<file path="src/rtl/vram_arb_pkg.sv">
// Shared definitions for the video RAM arbiter: owner encoding,
// default bus widths and the CPU-reserved hpos slot.
`timescale 1ns/1ps
package vram_arb_pkg;

    localparam int VRAM_ADDR_W = 14;
    localparam int VRAM_DATA_W = 8;

    // hpos[1:0] value in which the CPU has priority during active display
    localparam logic [1:0] CPU_SLOT = 2'd3;

    typedef enum logic [1:0] {
        OWN_NONE = 2'd0,
        OWN_VID  = 2'd1,
        OWN_CPU  = 2'd2
    } owner_t;

endpackage

</file>
<file path="src/rtl/vram_arbiter.sv">
// Single-port VRAM arbiter between the scanline fetch engine and the CPU
// bridge. Video owns three of every four active-display cycles, the CPU wins
// during blanking, and a starvation counter forces a waiting CPU access
// through after MAX_WAIT refusals.
`timescale 1ns/1ps
module vram_arbiter
    import vram_arb_pkg::*;
#(
    parameter int ADDR_W   = VRAM_ADDR_W,
    parameter int DATA_W   = VRAM_DATA_W,
    parameter int MAX_WAIT = 6
) (
    input  logic              clk,
    input  logic              reset,
    input  logic [9:0]        hpos,
    input  logic              hblank,
    input  logic              vblank,
    input  logic              vid_req,
    input  logic [ADDR_W-1:0] vid_addr,
    output logic              vid_ack,
    output logic              vid_rdvalid,
    output logic [DATA_W-1:0] vid_rddata,
    input  logic              cpu_req,
    input  logic              cpu_wren,
    input  logic [ADDR_W-1:0] cpu_addr,
    input  logic [DATA_W-1:0] cpu_wrdata,
    output logic              cpu_ack,
    output logic [DATA_W-1:0] cpu_rddata,
    output logic [ADDR_W-1:0] vram_addr,
    output logic              vram_wren,
    output logic [DATA_W-1:0] vram_wrdata,
    input  logic [DATA_W-1:0] vram_rddata
);

    localparam logic [3:0] WAIT_LIM = 4'(MAX_WAIT);

    logic              q_run;
    owner_t            q_owner;
    logic [3:0]        q_wait;
    logic              r_cpu_rd;
    logic [DATA_W-1:0] r_cpu_rddata;

    owner_t            w_grant;
    logic              w_slot;
    logic              w_cpu_elig;
    logic              w_cpu_first;

    // Whole-vector mask keeps every hpos bit in the expression; only the
    // low two bits select the slot.
    assign w_slot      = ((hpos & 10'h3) == {8'd0, CPU_SLOT});

    // A request still held during its own ack cycle is not re-granted.
    assign w_cpu_elig  = cpu_req && !cpu_ack;
    assign w_cpu_first = hblank || vblank || w_slot || (q_wait == WAIT_LIM);

    assign cpu_ack     = (q_owner == OWN_CPU);
    assign vid_rdvalid = (q_owner == OWN_VID);

    // BRAM data for a grant arrives the cycle after it, which is exactly the
    // rdvalid/ack cycle, so both paths see vram_rddata directly then.
    assign vid_rddata  = vram_rddata;
    assign cpu_rddata  = (cpu_ack && r_cpu_rd) ? vram_rddata : r_cpu_rddata;

    // Enable flop: no grants until the first edge after reset releases.
    always_ff @(posedge clk or posedge reset) begin
        if (reset) q_run <= 1'b0;
        else       q_run <= 1'b1;
    end

    // Priority select: preferred requester first, otherwise the other one.
    always_comb begin
        w_grant = OWN_NONE;
        if (q_run) begin
            if (w_cpu_first) begin
                if (w_cpu_elig)   w_grant = OWN_CPU;
                else if (vid_req) w_grant = OWN_VID;
            end else begin
                if (vid_req)         w_grant = OWN_VID;
                else if (w_cpu_elig) w_grant = OWN_CPU;
            end
        end
    end

    // Drive the BRAM port and the video ack from the current grant.
    always_comb begin
        vid_ack     = 1'b0;
        vram_addr   = '0;
        vram_wren   = 1'b0;
        vram_wrdata = cpu_wrdata;
        if (q_run) vram_addr = vid_addr;
        if (w_grant == OWN_CPU) begin
            vram_addr = cpu_addr;
            vram_wren = cpu_wren;
        end
        if (w_grant == OWN_VID) vid_ack = 1'b1;
    end

    // Remember who owned the port so the response lands one cycle later.
    always_ff @(posedge clk or posedge reset) begin
        if (reset) begin
            q_owner  <= OWN_NONE;
            r_cpu_rd <= 1'b0;
        end else begin
            q_owner  <= w_grant;
            r_cpu_rd <= (w_grant == OWN_CPU) && !cpu_wren;
        end
    end

    // Starvation counter: counts refused cycles of an eligible CPU request.
    always_ff @(posedge clk or posedge reset) begin
        if (reset) begin
            q_wait <= 4'd0;
        end else if (!cpu_req || (w_grant == OWN_CPU)) begin
            q_wait <= 4'd0;
        end else if (w_cpu_elig && (q_wait != WAIT_LIM)) begin
            q_wait <= q_wait + 4'd1;
        end
    end

    // Hold the last CPU read result until the next CPU read completes.
    always_ff @(posedge clk or posedge reset) begin
        if (reset)                   r_cpu_rddata <= '0;
        else if (cpu_ack && r_cpu_rd) r_cpu_rddata <= vram_rddata;
    end

endmodule

</file>
<file path="config.mk">
export PLATFORM = sky130hd
export DESIGN_NAME = vram_arbiter
export DESIGN_NICKNAME = d
export VERILOG_FILES = /design/src/rtl/vram_arb_pkg.sv /design/src/rtl/vram_arbiter.sv
export SDC_FILE = /design/constraint.sdc
export NUM_CORES = 1
export LEC_CHECK = 0
export BUFFER_PORTS_ARGS = -buffer_cell sky130_fd_sc_hd__buf_4
export CAP_MARGIN = 5
export CORE_MARGIN = 4
export CORE_UTILIZATION = 40
export CTS_CLUSTER_SIZE = 10
export DETAILED_ROUTE_END_ITERATION = 10
export PLACE_DENSITY = 0.87
export SLEW_MARGIN = 20
export SYNTH_ARGS = -nofsm -noshare
export SYNTH_HDL_FRONTEND = slang
export SYNTH_SLANG_ARGS = --single-unit
export TNS_END_PERCENT = 50
</file>
<file path="constraint.sdc">
create_clock -name clk -period 4.7 [get_ports clk]
set_input_delay 0.235 -clock clk [delete_from_list [all_inputs] [get_ports clk]]
set_output_delay 0.235 -clock clk [all_outputs]
set_load 0.02 [all_outputs]
</file>
==> results.sh, run 1 <==
export IMPL_initial_utilization_pct=41.83
export IMPL_setup_ws_ps=1942
export IMPL_n_fill_cell=238
export IMPL_ys_seq_area_share_pct=34.71
export IMPL_drtAntennaViolNets=0
export IMPL_required_ps=4470
export IMPL_root_buffer="clkbuf_4"
export IMPL_drc=0
export IMPL_layout_nets=248
export IMPL_cp_end_kind="output pin"
export IMPL_rsz0062_at_grt="false"
export IMPL_hp_class="in2async"
export IMPL_grt_max_degree=17
export IMPL_p_leak_nw=0.9138
export IMPL_cts_tree="built"
export IMPL_row_count=19
export IMPL_drt_wl_total_um=2904
export IMPL_whs_ps=22.56
export IMPL_cts_resized=0
export IMPL_port_buffers=78
export IMPL_synthDistinctLibCells=26
export IMPL_place_congestion=0.7752
export IMPL_first_global_vias=1069
export IMPL_clk_path_buf_depth=2
export IMPL_postCtsSetupRepairBufs=0
export IMPL_clk_pin_slew_ps=80
export IMPL_synth_edf_count=0
export IMPL_hold_viol=0
export IMPL_yosys_warnings=0
export IMPL_synth_area_top_cells="dfrtp_1 35%, mux2i_1 12%, buf_4 10%"
export IMPL_power_density_mw_per_mm2=254.6
export IMPL_fp_dieW_um=61.71
export IMPL_wl_per_cell_um=13.57
export IMPL_cts_htree_levels=1
export IMPL_fin_util_pct=60.03
export IMPL_tns_ps=0
export IMPL_die_y_um=61.71
export IMPL_fin_skew_ps=1.623
export IMPL_ys_top_cells_by_count="18 x inv_1, 18 x nand2_1, 16 x buf_4, 16 x dfrtp_1, 14 x mux2i_1"
export IMPL_synth_cells=121
export IMPL_fin_total_pwr_uw=421.4
export IMPL_ys_async_sr_fraction_pct=100.0
export IMPL_drtPass1Iterations=4
export IMPL_route_vias_total=1062
export IMPL_cts_hold_buf=0
export IMPL_cts_buffers=3
export IMPL_synth_top_area_share_pct=34.71
export IMPL_core_area_mm2=0.002758
export IMPL_ys_flop_type="dfrtp_1"
export IMPL_die_area_mm2=0.003808
export IMPL_boundaryPins=103
export IMPL_crit_path_start_kind="flop"
export IMPL_cp_arrival_ps=2520
export IMPL_clock_sinks=16
export IMPL_antenna_found_initial=0
export IMPL_hpwl_um=2566
export IMPL_setup_viol=0
export IMPL_vias_per_cell=4.963
export IMPL_finalCritPeriodShare_pct=58.69
export IMPL_area_growth_pct=43.49
export IMPL_yosysTopAreaCell="dfrtp_1"
export IMPL_grt_total_usage_pct=15.12
export IMPL_first_iter_violations=17
export IMPL_syn_area_mm2=0.001154
export IMPL_grt_pass1_wl_um=4243
export IMPL_n_antenna_cell=0
export IMPL_synthesis_nets=184
export IMPL_worst_pin_slew_ps=715.8
export IMPL_period_minus_slack_ps=2758
export IMPL_outcome="finished clean"
export IMPL_clk_latency_ps=270
export IMPL_synth_area_per_cell_um2=9.534
export IMPL_overflow=0
export IMPL_path_class="reg2out"
export IMPL_ys_ff_latch=16
export IMPL_drive_above_1_share_pct=52.46
export IMPL_dp_worst_setup_slack_ps=2211
export IMPL_cp_max_fo=13
export IMPL_final_max_slew_viol_count=0
export IMPL_ir_drop_mv=0.2185
export IMPL_max_freq_mhz=362.5
export IMPL_slew_headroom_pct=52.28
export IMPL_drv_cap=0
==> cells in the final DEF, fill, tap and decap left out, drive strengths merged, types with 2 or more instances in the layout <==
cell type	n
a211oi	5
a31oi	2
buf	79
clkbuf	3
dfrtp	16
ha	2
inv	19
mux2	8
mux2i	14
nand2	18
nand3	2
nor2b	2
o21ai	3
or3	2
==> registers in the layout, summed over array words and instances (netlist names) <==
signal	cells
q_run	1
r_cpu_rddata	8
q_owner	2
q_wait	4
r_cpu_rd	1
==> area by class of cell <==
| type | count | area (um2) | area share [%] |
|---|---|---|---|
| inverter | 19 | 73.82 | 4.460 |
| tap | 31 | 38.79 | 2.343 |
| sequential | 16 | 400.4 | 24.19 |
| clock buffer | 3 | 22.52 | 1.361 |
| multi-input combinational | 66 | 526.8 | 31.82 |
| timing repair buffer | 79 | 593.1 | 35.83 |
==> through the flow <==
step                      cell area (um2)  std cells
final                                1655        214
after global placement               1633        211
after floorplan                      1154        121
after detailed placement             1633        211
after CTS                            1655        214
after global routing                 1655        214
==> path summary, 6_finish.rpt <==
path	start	endpoint	slack [ps]	cells past startpoint
min in group clk	cpu_wren	r_cpu_rd	100	2
max in group asynchronous	reset	r_cpu_rddata[0]	4300	2
min reg2reg	r_cpu_rddata[4]	r_cpu_rddata[4]	500	1
min	reset	r_cpu_rddata[2]	20	2
max reg2reg	q_wait[0]	r_cpu_rd	2930	5
max	q_wait[0]	vram_addr[6]	1940	7
==> power breakdown <==
group          switching, mW  leakage (nW)  internal (mW)
Combinational         0.0939         0.701         0.0926
Clock                 0.0367        0.0138         0.0297
Sequential           0.00967         0.199          0.159
Total                  0.140         0.914          0.281
==> worst max-delay path, cell delays in order (launching register included) <==
cell and delay, ps:
dfrtp_1 410, inv_1 90, ha_1 230, nand3b_4 120, a311oi_4 660, buf_4 320
mux2i_1 240, buf_4 170
==> logic make-up after synthesis <==
logic type / Yosys count / share of synthesized area [%]
flops: 16 / 34.71
compound gates: 12 / 9.436
simple gates: 29 / 13.77
mux: 22 / 19.96
fa+ha+maj: 2 / 2.169
buf+inv: 39 / 19.63
other cells: 1 / 0.3251
==> per-layer routing <==
metal	up-vias	routed length, um	track usage [%]
met5	-	0	0
li1	506	-	-
met3	4	467	5.785
met4	0	40	7.273
met1	478	909	14.45
met2	74	1486	28.10
Power figures use the tool's default switching activity.
==> inputs of run 2 (changes only) <==
--- a/config.mk
+++ b/config.mk
@@ -8,10 +8,10 @@
 export BUFFER_PORTS_ARGS = -buffer_cell sky130_fd_sc_hd__buf_4
 export CAP_MARGIN = 5
 export CORE_MARGIN = 4
-export CORE_UTILIZATION = 40
+export CORE_UTILIZATION = 37
 export CTS_CLUSTER_SIZE = 10
 export DETAILED_ROUTE_END_ITERATION = 10
-export PLACE_DENSITY = 0.87
+export PLACE_DENSITY = 0.81
 export SLEW_MARGIN = 20
 export SYNTH_ARGS = -nofsm -noshare
 export SYNTH_HDL_FRONTEND = slang
==> constraint.sdc (replaced) <==
create_clock -name clk -period 2.6 [get_ports clk]
set_input_delay 0.13 -clock clk [delete_from_list [all_inputs] [get_ports clk]]
set_output_delay 0.13 -clock clk [all_outputs]
set_load 0.02 [all_outputs]
==> run 2 against run 1 <==
Core utilization down 0.13 points. Largest cell class unchanged. Clock power up 140%. Final cell count up 7.0%. Non-clock buffer count up 3. Critical path depth unchanged. Clock skew up 0.51 ps.
==> results.sh, run 2 (synthesis results as in run 1) <==
export IMPL_grt_max_degree=17
export IMPL_cts_htree_levels=1
export IMPL_top_register="r_cpu_rddata"
export IMPL_path_class="reg2out"
export IMPL_max_freq_mhz=422.1
export IMPL_final_common_cell="buf_4"
export IMPL_initial_utilization_pct=40.10
export IMPL_reg2reg_slack_ps=1030
export IMPL_n_antenna_cell=0
export IMPL_clk_latency_ps=280
export IMPL_route_vias_total=1039
export IMPL_rsz0062_at_grt="false"
export IMPL_antenna_found_initial=0
export IMPL_clock_sinks=16
export IMPL_fin_total_pwr_uw=805.7
export IMPL_largest_registers="r_cpu_rddata x8, q_wait x4, q_owner x2"
export IMPL_fin_util_pct=59.90
export IMPL_rr_endpoint="q_wait[1]"
export IMPL_place_inst=223
export IMPL_cp_arrival_ps=2240
export IMPL_period_minus_slack_ps=2369
export IMPL_root_buffer="clkbuf_4"
export IMPL_die_y_um=63.84
export IMPL_first_global_vias=1079
export IMPL_overflow=0
export IMPL_finalCritPeriodShare_pct=91.11
export IMPL_area_growth_pct=49.35
export IMPL_boundaryPins=103
export IMPL_hp_start="cpu_req"
export IMPL_fin_cells=229
export IMPL_first_iter_violations=25
export IMPL_power_density_mw_per_mm2=467.6
export IMPL_drv_cap=0
export IMPL_drive_above_1_share_pct=52.41
export IMPL_n_fill_cell=237
export IMPL_cp_end_kind="output pin"
export IMPL_whs_path_depth=2
export IMPL_cp_max_fo=14
export IMPL_tns_ps=0
export IMPL_rr_worst_depth=5
export IMPL_vias_per_cell=4.537
export IMPL_fp_dieW_um=63.84
export IMPL_fin_skew_ps=2.133
export IMPL_reg2reg_from="q_wait[0]"
export IMPL_ir_drop_mv=0.1899
export IMPL_drc=0
export IMPL_grt_pass1_wl_um=4774
export IMPL_final_cell_mix="79 x buf_4, 18 x nand2_1, 18 x inv_1"
export IMPL_cts_resized=0
export IMPL_drt_wl_total_um=2874
export IMPL_p_leak_nw=0.9375
export IMPL_hold_end="q_owner[0]"
export IMPL_place_congestion=0.7474
export IMPL_drtAntennaViolNets=0
export IMPL_row_count=19
export IMPL_cts_tree="built"
export IMPL_core_area_mm2=0.002877
export IMPL_crit_path_start_kind="flop"
export IMPL_hp_class="in2reg"
export IMPL_cts_buffers=3
export IMPL_final_max_slew_viol_count=0
export IMPL_setup_viol=0
export IMPL_clk_path_buf_depth=2
export IMPL_clk_pin_slew_ps=90
export IMPL_port_buffers=78
export IMPL_drtPass1Iterations=4
export IMPL_hpwl_um=2544
export IMPL_hold_viol=0
export IMPL_worst_pin_slew_ps=583.2
export IMPL_wl_per_cell_um=12.55
export IMPL_required_ps=2470
export IMPL_die_area_mm2=0.004075
export IMPL_outcome="finished clean"
export IMPL_slew_headroom_pct=61.08
export IMPL_layout_nets=251
export IMPL_grt_total_usage_pct=14.29
export IMPL_largest_reg_flops=8
## run 2: cell count changes in the layout (fill, tap and decap cells not counted)
cell,delta
dlygate4sd3_1,+2
clkbuf_8,+1
buf_12,+1
## run 2: what timing repair did
| item | 4_1_cts | 5_1_grt |
|---|---|---|
| hold buffers | 2 | 0 |
| setup endpoints to repair | 0 | 2 |
| hold endpoints to repair | 17 | 0 |
| setup buffers | 0 | 0 |
## run 2: worst max-delay path by stage
stage,start,endpoint,cells past startpoint
4_1_cts,q_wait[0],vram_addr[4],7
2_1_floorplan,q_wait[0],vram_addr[0],6
3_5_place_dp,q_wait[0],vram_addr[4],7
6_report,q_wait[0],vram_addr[4],7
3_3_place_gp,q_wait[0],vram_addr[8],7
5_1_grt,q_wait[0],vram_addr[4],7
## run 2: power by group
part	internal, mW	total [mW]	switching, mW	leakage, nW
clock	0.0851	0.159	0.0738	0.0210
combinational	0.173	0.347	0.174	0.717
sequential	0.287	0.300	0.0130	0.199
## run 2: per-layer routing
metal / vias to the layer above / GRT usage [%] / share of wire [%]
met5: - / 0 / 0
met4: 0 / 4.043 / 0.52
met3: 2 / 5.604 / 14
met2: 78 / 24.52 / 50
met1: 446 / 16.43 / 35
li1: 513 / - / -
## run 2: final cells by class
| class | count | area (um2) | share of cell area (%) |
|---|---|---|---|
| sequential | 16 | 400.4 | 23.24 |
| clock buffer | 4 | 36.28 | 2.106 |
| timing repair buffer | 82 | 633.1 | 36.75 |
| inverter | 19 | 73.82 | 4.285 |
| tap | 42 | 52.55 | 3.050 |
| multi-input combinational | 66 | 526.8 | 30.57 |
## run 2: through the flow
| step | cell area [um2] | hold WS [ps] | setup slack [ps] |
|---|---|---|---|
| CTS | 1723 | 32.38 | 116.9 |
| detailed placement | 1667 | 239.7 | 454.6 |
| floorplan | 1154 | 43.74 | 759.4 |
| finish | 1723 | 51.37 | 231.2 |
| global placement | 1667 | 224.1 | 521.8 |
| global route | 1723 | 32.23 | 42.87 |
## run 2: worst max-delay path, cell delays in order, from the launching register on
cell and delay, ps:
dfrtp_1 420, inv_1 90, ha_1 240, nand3b_4 110, a311oi_4 440, buf_12 220
mux2i_1 240, buf_4 180
